<file path="src/rtl/r30_entropy_sampler_if.sv">
// Seed/output bundle of the Rule 30 entropy sampler.
// The master side provides seeds and consumes words. The slave side is the sampler.
interface r30_entropy_sampler_if #(
  parameter int N = 128,
  parameter int W = 8
);
  logic [N-1:0] seed_in;
  logic         seed_load;
  logic         seed_err;
  logic [W-1:0] out_data;
  logic         out_valid;
  logic         out_ready;
  logic [N-1:0] state_q;
  logic [15:0]  word_cnt;

  modport master (
    output seed_in, seed_load, out_ready,
    input  seed_err, out_data, out_valid, state_q, word_cnt
  );

  modport slave (
    input  seed_in, seed_load, out_ready,
    output seed_err, out_data, out_valid, state_q, word_cnt
  );
endinterface

</file>
<file path="src/rtl/r30_entropy_sampler.sv">
// Rule 30 entropy sampler.
// A cyclic N-cell Rule 30 CA advances one generation per FILL cycle.
// The centre cell of each generation is packed MSB-first into W-bit words.
// Each word is offered over a valid/ready handshake.
module r30_entropy_sampler #(
  parameter int N      = 128,
  parameter int W      = 8,
  parameter int CENTER = N / 2
) (
  input  logic                   clk,
  input  logic                   rst_n,
  r30_entropy_sampler_if.slave   bus
);

  localparam int CW = $clog2(W + 1);

  typedef enum logic [1:0] {
    ST_IDLE,
    ST_FILL,
    ST_HOLD
  } fsm_t;

  fsm_t          r_fsm;
  logic [N-1:0]  r_ca;
  logic [W-1:0]  r_acc;
  logic [W-1:0]  r_out_data;
  logic          r_out_valid;
  logic          r_seed_err;
  logic [CW-1:0] r_bit_cnt;
  logic [15:0]   r_word_cnt;

  logic [N-1:0]  w_left;
  logic [N-1:0]  w_right;
  logic [N-1:0]  w_ca_next;
  logic [W-1:0]  w_acc_next;
  logic          w_seed_zero;
  logic          w_last_bit;

  // Rule 30 neighbourhood with cyclic wrap.
  // w_left[i] = s[i+1] and w_right[i] = s[i-1].
  assign w_left      = {r_ca[0], r_ca[N-1:1]};
  assign w_right     = {r_ca[N-2:0], r_ca[N-1]};
  assign w_ca_next   = w_left ^ (r_ca | w_right);
  assign w_acc_next  = (r_acc << 1) | W'(r_ca[CENTER]);
  assign w_seed_zero = (bus.seed_in == '0);
  assign w_last_bit  = (r_bit_cnt == CW'(W - 1));

  // Single FSM process.
  // All outputs are registered, so out_ready never reaches out_valid combinationally.
  always_ff @(posedge clk) begin
    // NOTE: reset is synchronous here. All state, including the CA register, clears on the
    // sampled edge. Non-blocking assignments keep every register reading pre-edge values.
    if (!rst_n) begin
      r_fsm       <= ST_IDLE;
      r_ca        <= '0;
      r_acc       <= '0;
      r_out_data  <= '0;
      r_out_valid <= 1'b0;
      r_seed_err  <= 1'b0;
      r_bit_cnt   <= '0;
      r_word_cnt  <= '0;
    end else begin
      r_seed_err <= 1'b0;
      if (bus.seed_load) begin
        // A load overrides everything, including a word held in HOLD, which is dropped uncounted.
        r_out_valid <= 1'b0;
        r_bit_cnt   <= '0;
        r_acc       <= '0;
        if (w_seed_zero) begin
          // An all-zero state is a fixed point of Rule 30, so the seed is refused.
          r_fsm      <= ST_IDLE;
          r_seed_err <= 1'b1;
        end else begin
          r_ca  <= bus.seed_in;
          r_fsm <= ST_FILL;
        end
      end else begin
        case (r_fsm)
          ST_IDLE: ;
          ST_FILL: begin
            r_acc     <= w_acc_next;
            r_ca      <= w_ca_next;
            r_bit_cnt <= r_bit_cnt + CW'(1);
            if (w_last_bit) begin
              r_out_data  <= w_acc_next;
              r_out_valid <= 1'b1;
              r_fsm       <= ST_HOLD;
            end
          end
          ST_HOLD: begin
            if (r_out_valid && bus.out_ready) begin
              r_word_cnt  <= r_word_cnt + 16'd1;
              r_bit_cnt   <= '0;
              r_out_valid <= 1'b0;
              r_fsm       <= ST_FILL;
            end
          end
          default: r_fsm <= ST_IDLE;
        endcase
      end
    end
  end

  assign bus.seed_err  = r_seed_err;
  assign bus.out_data  = r_out_data;
  assign bus.out_valid = r_out_valid;
  assign bus.state_q   = r_ca;
  assign bus.word_cnt  = r_word_cnt;

endmodule

</file>
<file path="src/flat_wrapper.sv">
// flat-port wrapper written by rule: the top's interface ports become plain ports
module r30_entropy_sampler_flat 
#(
  parameter int N      = 128,
  parameter int W      = 8,
  parameter int CENTER = N / 2
)
  (clk, rst_n, bus_seed_in, bus_seed_load, bus_out_ready, bus_seed_err, bus_out_data, bus_out_valid, bus_state_q, bus_word_cnt);
  r30_entropy_sampler_if #(.N(N), .W(W)) bus_i ();
  input  logic clk;
  input  logic rst_n;
  input wire logic [$bits(bus_i.seed_in)-1:0] bus_seed_in;
  input wire logic [$bits(bus_i.seed_load)-1:0] bus_seed_load;
  input wire logic [$bits(bus_i.out_ready)-1:0] bus_out_ready;
  output wire logic [$bits(bus_i.seed_err)-1:0] bus_seed_err;
  output wire logic [$bits(bus_i.out_data)-1:0] bus_out_data;
  output wire logic [$bits(bus_i.out_valid)-1:0] bus_out_valid;
  output wire logic [$bits(bus_i.state_q)-1:0] bus_state_q;
  output wire logic [$bits(bus_i.word_cnt)-1:0] bus_word_cnt;
  assign bus_i.seed_in = bus_seed_in;
  assign bus_i.seed_load = bus_seed_load;
  assign bus_i.out_ready = bus_out_ready;
  assign bus_seed_err = bus_i.seed_err;
  assign bus_out_data = bus_i.out_data;
  assign bus_out_valid = bus_i.out_valid;
  assign bus_state_q = bus_i.state_q;
  assign bus_word_cnt = bus_i.word_cnt;
  r30_entropy_sampler #(.N(N), .W(W), .CENTER(CENTER)) u_core (.clk(clk), .rst_n(rst_n), .bus(bus_i));
endmodule
</file>
<file path="config.mk">
export PLATFORM = sky130hd
export DESIGN_NAME = r30_entropy_sampler_flat
export DESIGN_NICKNAME = d
export VERILOG_FILES = /design/src/rtl/r30_entropy_sampler_if.sv /design/src/rtl/r30_entropy_sampler.sv /design/src/flat_wrapper.sv
export SDC_FILE = /design/constraint.sdc
export NUM_CORES = 1
export LEC_CHECK = 0
export ABC_AREA = 1
export BUFFER_PORTS_ARGS = -buffer_cell sky130_fd_sc_hd__clkbuf_2
export CAP_MARGIN = 5
export CORE_AREA = 2 2 150 152
export CTS_CLUSTER_SIZE = 24
export DETAILED_ROUTE_END_ITERATION = 10
export DIE_AREA = 0 0 152 154
export PLACE_DENSITY = 0.79
export SYNTH_ARGS = -nofsm -noshare
export SYNTH_HDL_FRONTEND = slang
export SYNTH_SLANG_ARGS = --single-unit
</file>
<file path="constraint.sdc">
create_clock -name clk -period 2.7 [get_ports clk]
set_input_delay 0.135 -clock clk [delete_from_list [all_inputs] [get_ports clk]]
set_output_delay 0.135 -clock clk [all_outputs]
set_load 0.02 [all_outputs]
</file>
==> out/summary.txt <==
Relative contribution of sequential cells to total power: 40.2%
Sequential fraction of the synthesis area: 31.3%
Clock-pin transition on the worst setup and hold timing paths: 0.07 ns
Final period demand of the worst path: 2.06 ns
Clock sink total: 167
Data required time at the worst endpoint: 3.07 ns
Post-route DRC: 0
Switching Power: 2520 uW
Final slew viol count: 0
Arrival time at the worst endpoint: 2.42 ns
Worst setup startpoint: u_core.r_fsm[0]$_SDFFE_PN0P_
Routed length per placed instance: 14.0 um
Total Neg Setup Slack: 0 ns
Number of global-route vias before repair: 10800
DP Cell Count: 2211
Initial Utilization: 49.3%
Total iterations of the first detailed-routing run: 5
Top-Level Pins: 286
Global-route wire length before repair: 52.0 mm
Dpl ws: 0.616 ns
Cell count of the worst reg-to-reg path: 12
Netlist Area Pre-Place: 0.0107 sq mm
Unrepaired setup endpoints after global routing: no
R2R Path End: u_core.bus.word_cnt[14]$_SDFFE_PN0P_
Core Area: 0.0217 sq mm
TritonCTS clock tree: yes
CP Buf/Inv Count: 3
Drt initial violations: 1021
Top cell by count, worst path: sky130_fd_sc_hd__inv_1
Post-route insts no fill: 2243
Series of cell instances along the critical path: inv_1 > ha_1 > inv_1 > nor2_2 > nand2_2 > inv_1 > nand3_1 > nor2_1 > nand3_1 > o21ai_0 > nand2_1 > a21oi_1
Avg Cell Area, Syn: 6.17 sq um
Number of nets at the end of the flow: 2088
Count of unique library cells instantiated by Yosys: 28
Placer's final routability congestion estimate: 0.879
Slowest cell on the critical path: sky130_fd_sc_hd__dfxtp_1
Seq cells post-synth: 167
Y dimension of the die: 154 um
Via-per-instance ratio: 5.41
Fraction of final layout cells with drive strength greater than 1: 17.3%
Combinational share of power: 25.5%
Buffers added on ports: 285
Post-cts resize count: 0
CTS HTree Levels: 4
Hold path cells: 4
Worst-case clock skew: 0.00829 ns
Worst-path maximum fanout: 6
Kind of critical path: register to register
Setup crit start kind: register
Fin worst setup slack: 0.643 ns
Std cell rows: 54
Relative contribution of the clock network to total power: 34.2%
Clock latency reported for the late side of the worst-skew pair: 0.43 ns
Synthesized Nets: 1869
Number of diodes: 0
Leakage Power: 0.00596 uW
Maximum clock frequency: 486 MHz
Number of endpoints failing setup at the final stage: 0
CTS hold repair buffers: 0
Pwr Density: 576 mW/mm^2
Filler cells: 2110
Slew of the pin with the lowest slew margin: 0.696 ns
Category of cells accounting for the largest share of critical-path delay: simple AND/OR/NAND/NOR gates
Rel. slew slack: 53.6%
Gate count of the mapped netlist: 1731
Internal Power: 4810 uW
Worst hold-check path type: primary input to register
Launch point of the worst hold path: bus_seed_in[17]
Max Root-Sink Buffers: 2
Result of the run: completed
Overall die width: 152 um
CP Capture Type: register
Total half-perimeter wirelength after legalization and detailed placement: 21.6 mm
Switching part of the total power: 34.4%
Total global routing track utilization: 26.0%
Initial antenna violation count: 0
Signed area change from the synthesized netlist to the final layout: 19.2%
Largest stage delay on the critical path: 0.34 ns
Root Buffer Master: sky130_fd_sc_hd__clkbuf_16
Max-Cap Viols: 0
Final Hold Violating Endpoints: 0
Antenna violation net count after detailed routing: 0
Full die area: 0.0234 sq mm
Maximum number of pins on one net before global-route repair: 147
Largest voltage drop on the vdd net: 0.000447 V
Yosys warnings: 0
Clock buffers created by TritonCTS: 17
Final worst-path cycle share: 76.2%
Final routed wirelength across all metal layers: 31.5 mm
Via total after detailed routing: 12100
Setup slack of the most critical reg-to-reg path: 0.64 ns
Worst hold path endpoint: u_core.bus.state_q[17]$_SDFFE_PN0P_
Leftover overflow at the end of global routing: 0
Post-CTS setup buffer count: 0
Reg-to-reg startpoint: u_core.r_fsm[0]$_SDFFE_PN0P_
Final core area utilization: 58.7%
-- layer usage --
layer	global-route usage [%]	part of all wire (%)
met1	34.3	45
met3	4.82	6.5
met4	8.68	2.2
met2	42.9	46
met5	0	0
-- power groups by stage --
stage	combinational (uW)	clock [uW]	sequential (uW)
2_1_floorplan	1130	0	3150
3_3_place_gp	1810	0	2990
3_5_place_dp	1860	0	3000
4_1_cts	1870	2550	2940
5_1_grt	2110	2660	2990
6_report	1870	2510	2950
-- placed cells by master (no fill, tap or decap), types with 3 or more instances in the layout --
cell                         count
sky130_fd_sc_hd__a21oi_1       257
sky130_fd_sc_hd__clkinvlp_4      4
sky130_fd_sc_hd__clkbuf_16      17
sky130_fd_sc_hd__ha_1            6
sky130_fd_sc_hd__clkbuf_2      283
sky130_fd_sc_hd__buf_12          7
sky130_fd_sc_hd__nor2_1        336
sky130_fd_sc_hd__nand3_1       192
sky130_fd_sc_hd__inv_6           4
sky130_fd_sc_hd__dfxtp_1       167
sky130_fd_sc_hd__inv_1         175
sky130_fd_sc_hd__o21a_1        107
sky130_fd_sc_hd__nor3b_1         3
sky130_fd_sc_hd__o21ai_1         3
sky130_fd_sc_hd__buf_4          11
sky130_fd_sc_hd__nor3_1          7
sky130_fd_sc_hd__o21ai_0       168
sky130_fd_sc_hd__nand2_1       190
sky130_fd_sc_hd__nor2_2          4
-- logic make-up (layout without fill, tap and decap cells) --
group	count (synthesis)	count (layout)	share of synthesized area [%]
and+or+nand+nor	736	736	28.5
DFF	167	167	31.3
xor gates and xnor gates	1	1	0.0820
adders and majority gates	6	6	0.703
AOI/OAI and AO/OA	541	541	28.1
buffers and inverters	280	512	11.4
-- cells in the mapped netlist (all sizes together) --
cell type / n / area [sq um]
a21oi: 257 / 1290
clkbuf: 42 / 158
nor2: 340 / 1290
o21bai: 1 / 7.51
o21a: 107 / 803
a31oi: 2 / 12.5
ha: 6 / 75.1
and3: 2 / 12.5
dfxtp: 167 / 3340
nand3: 192 / 961
clkinv: 2 / 7.51
nand2: 191 / 719
buf: 59 / 385
nor3b: 3 / 22.5
a211oi: 2 / 15.0
nor4: 1 / 6.26
o21ai: 172 / 872
nor3: 7 / 35.0
inv: 177 / 664
xor2: 1 / 8.76
-- sequential cells by signal, indices dropped and copies added (netlist names) --
name / flops
u_core.bus.out_data: 8
u_core.bus.out_valid: 1
u_core.bus.seed_err: 1
u_core.bus.state_q: 128
u_core.bus.word_cnt: 16
u_core.r_acc: 7
u_core.r_bit_cnt: 4
u_core.r_fsm: 2
-- worst register-to-register path: cells and delay by family, from the launching register on --
family | cells | cell delay [ns]
flip-flops | 1 | 0.34
AND/OR/NAND/NOR | 6 | 0.81
AO/OA/AOI/OAI | 2 | 0.33
adder cells (fa/ha/maj) | 1 | 0.18
buffers and inverters | 3 | 0.34
-- layout make-up --
type,count,area [sq um],share of cell area (%)
clock buffers,20,457,3.59
clock inverters,12,141,1.11
inverters,179,679,5.34
multi-input cells,1284,6120,48.1
flip-flops and latches,167,3340,26.3
well taps,280,350,2.75
repair buffers,301,1640,12.9
-- through the flow --
| stage | hold slack, ns | cell area (sq um) | total power [uW] |
|---|---|---|---|
| after floorplan | 0.338 | 10700 | 4280 |
| after global placement | 0.454 | 12100 | 4800 |
| after detailed placement | 0.461 | 12100 | 4850 |
| after CTS | 0.0315 | 12700 | 7360 |
| after global routing | 0.0536 | 12700 | 7760 |
| final | 0.0399 | 12700 | 7330 |
-- worst max path at each step --
stage                                                 endpoint  slack (ns)  cells after the start
after floorplan           u_core.bus.word_cnt[15]$_SDFFE_PN0P_        0.96                     13
after global placement    u_core.bus.state_q[126]$_SDFFE_PN0P_        0.66                     12
after detailed placement   u_core.bus.state_q[66]$_SDFFE_PN0P_        0.62                     12
after CTS                 u_core.bus.word_cnt[14]$_SDFFE_PN0P_        0.64                     12
after global routing      u_core.bus.word_cnt[15]$_SDFFE_PN0P_        0.37                     13
final                     u_core.bus.word_cnt[14]$_SDFFE_PN0P_        0.64                     12
Power figures use the tool's default switching activity.
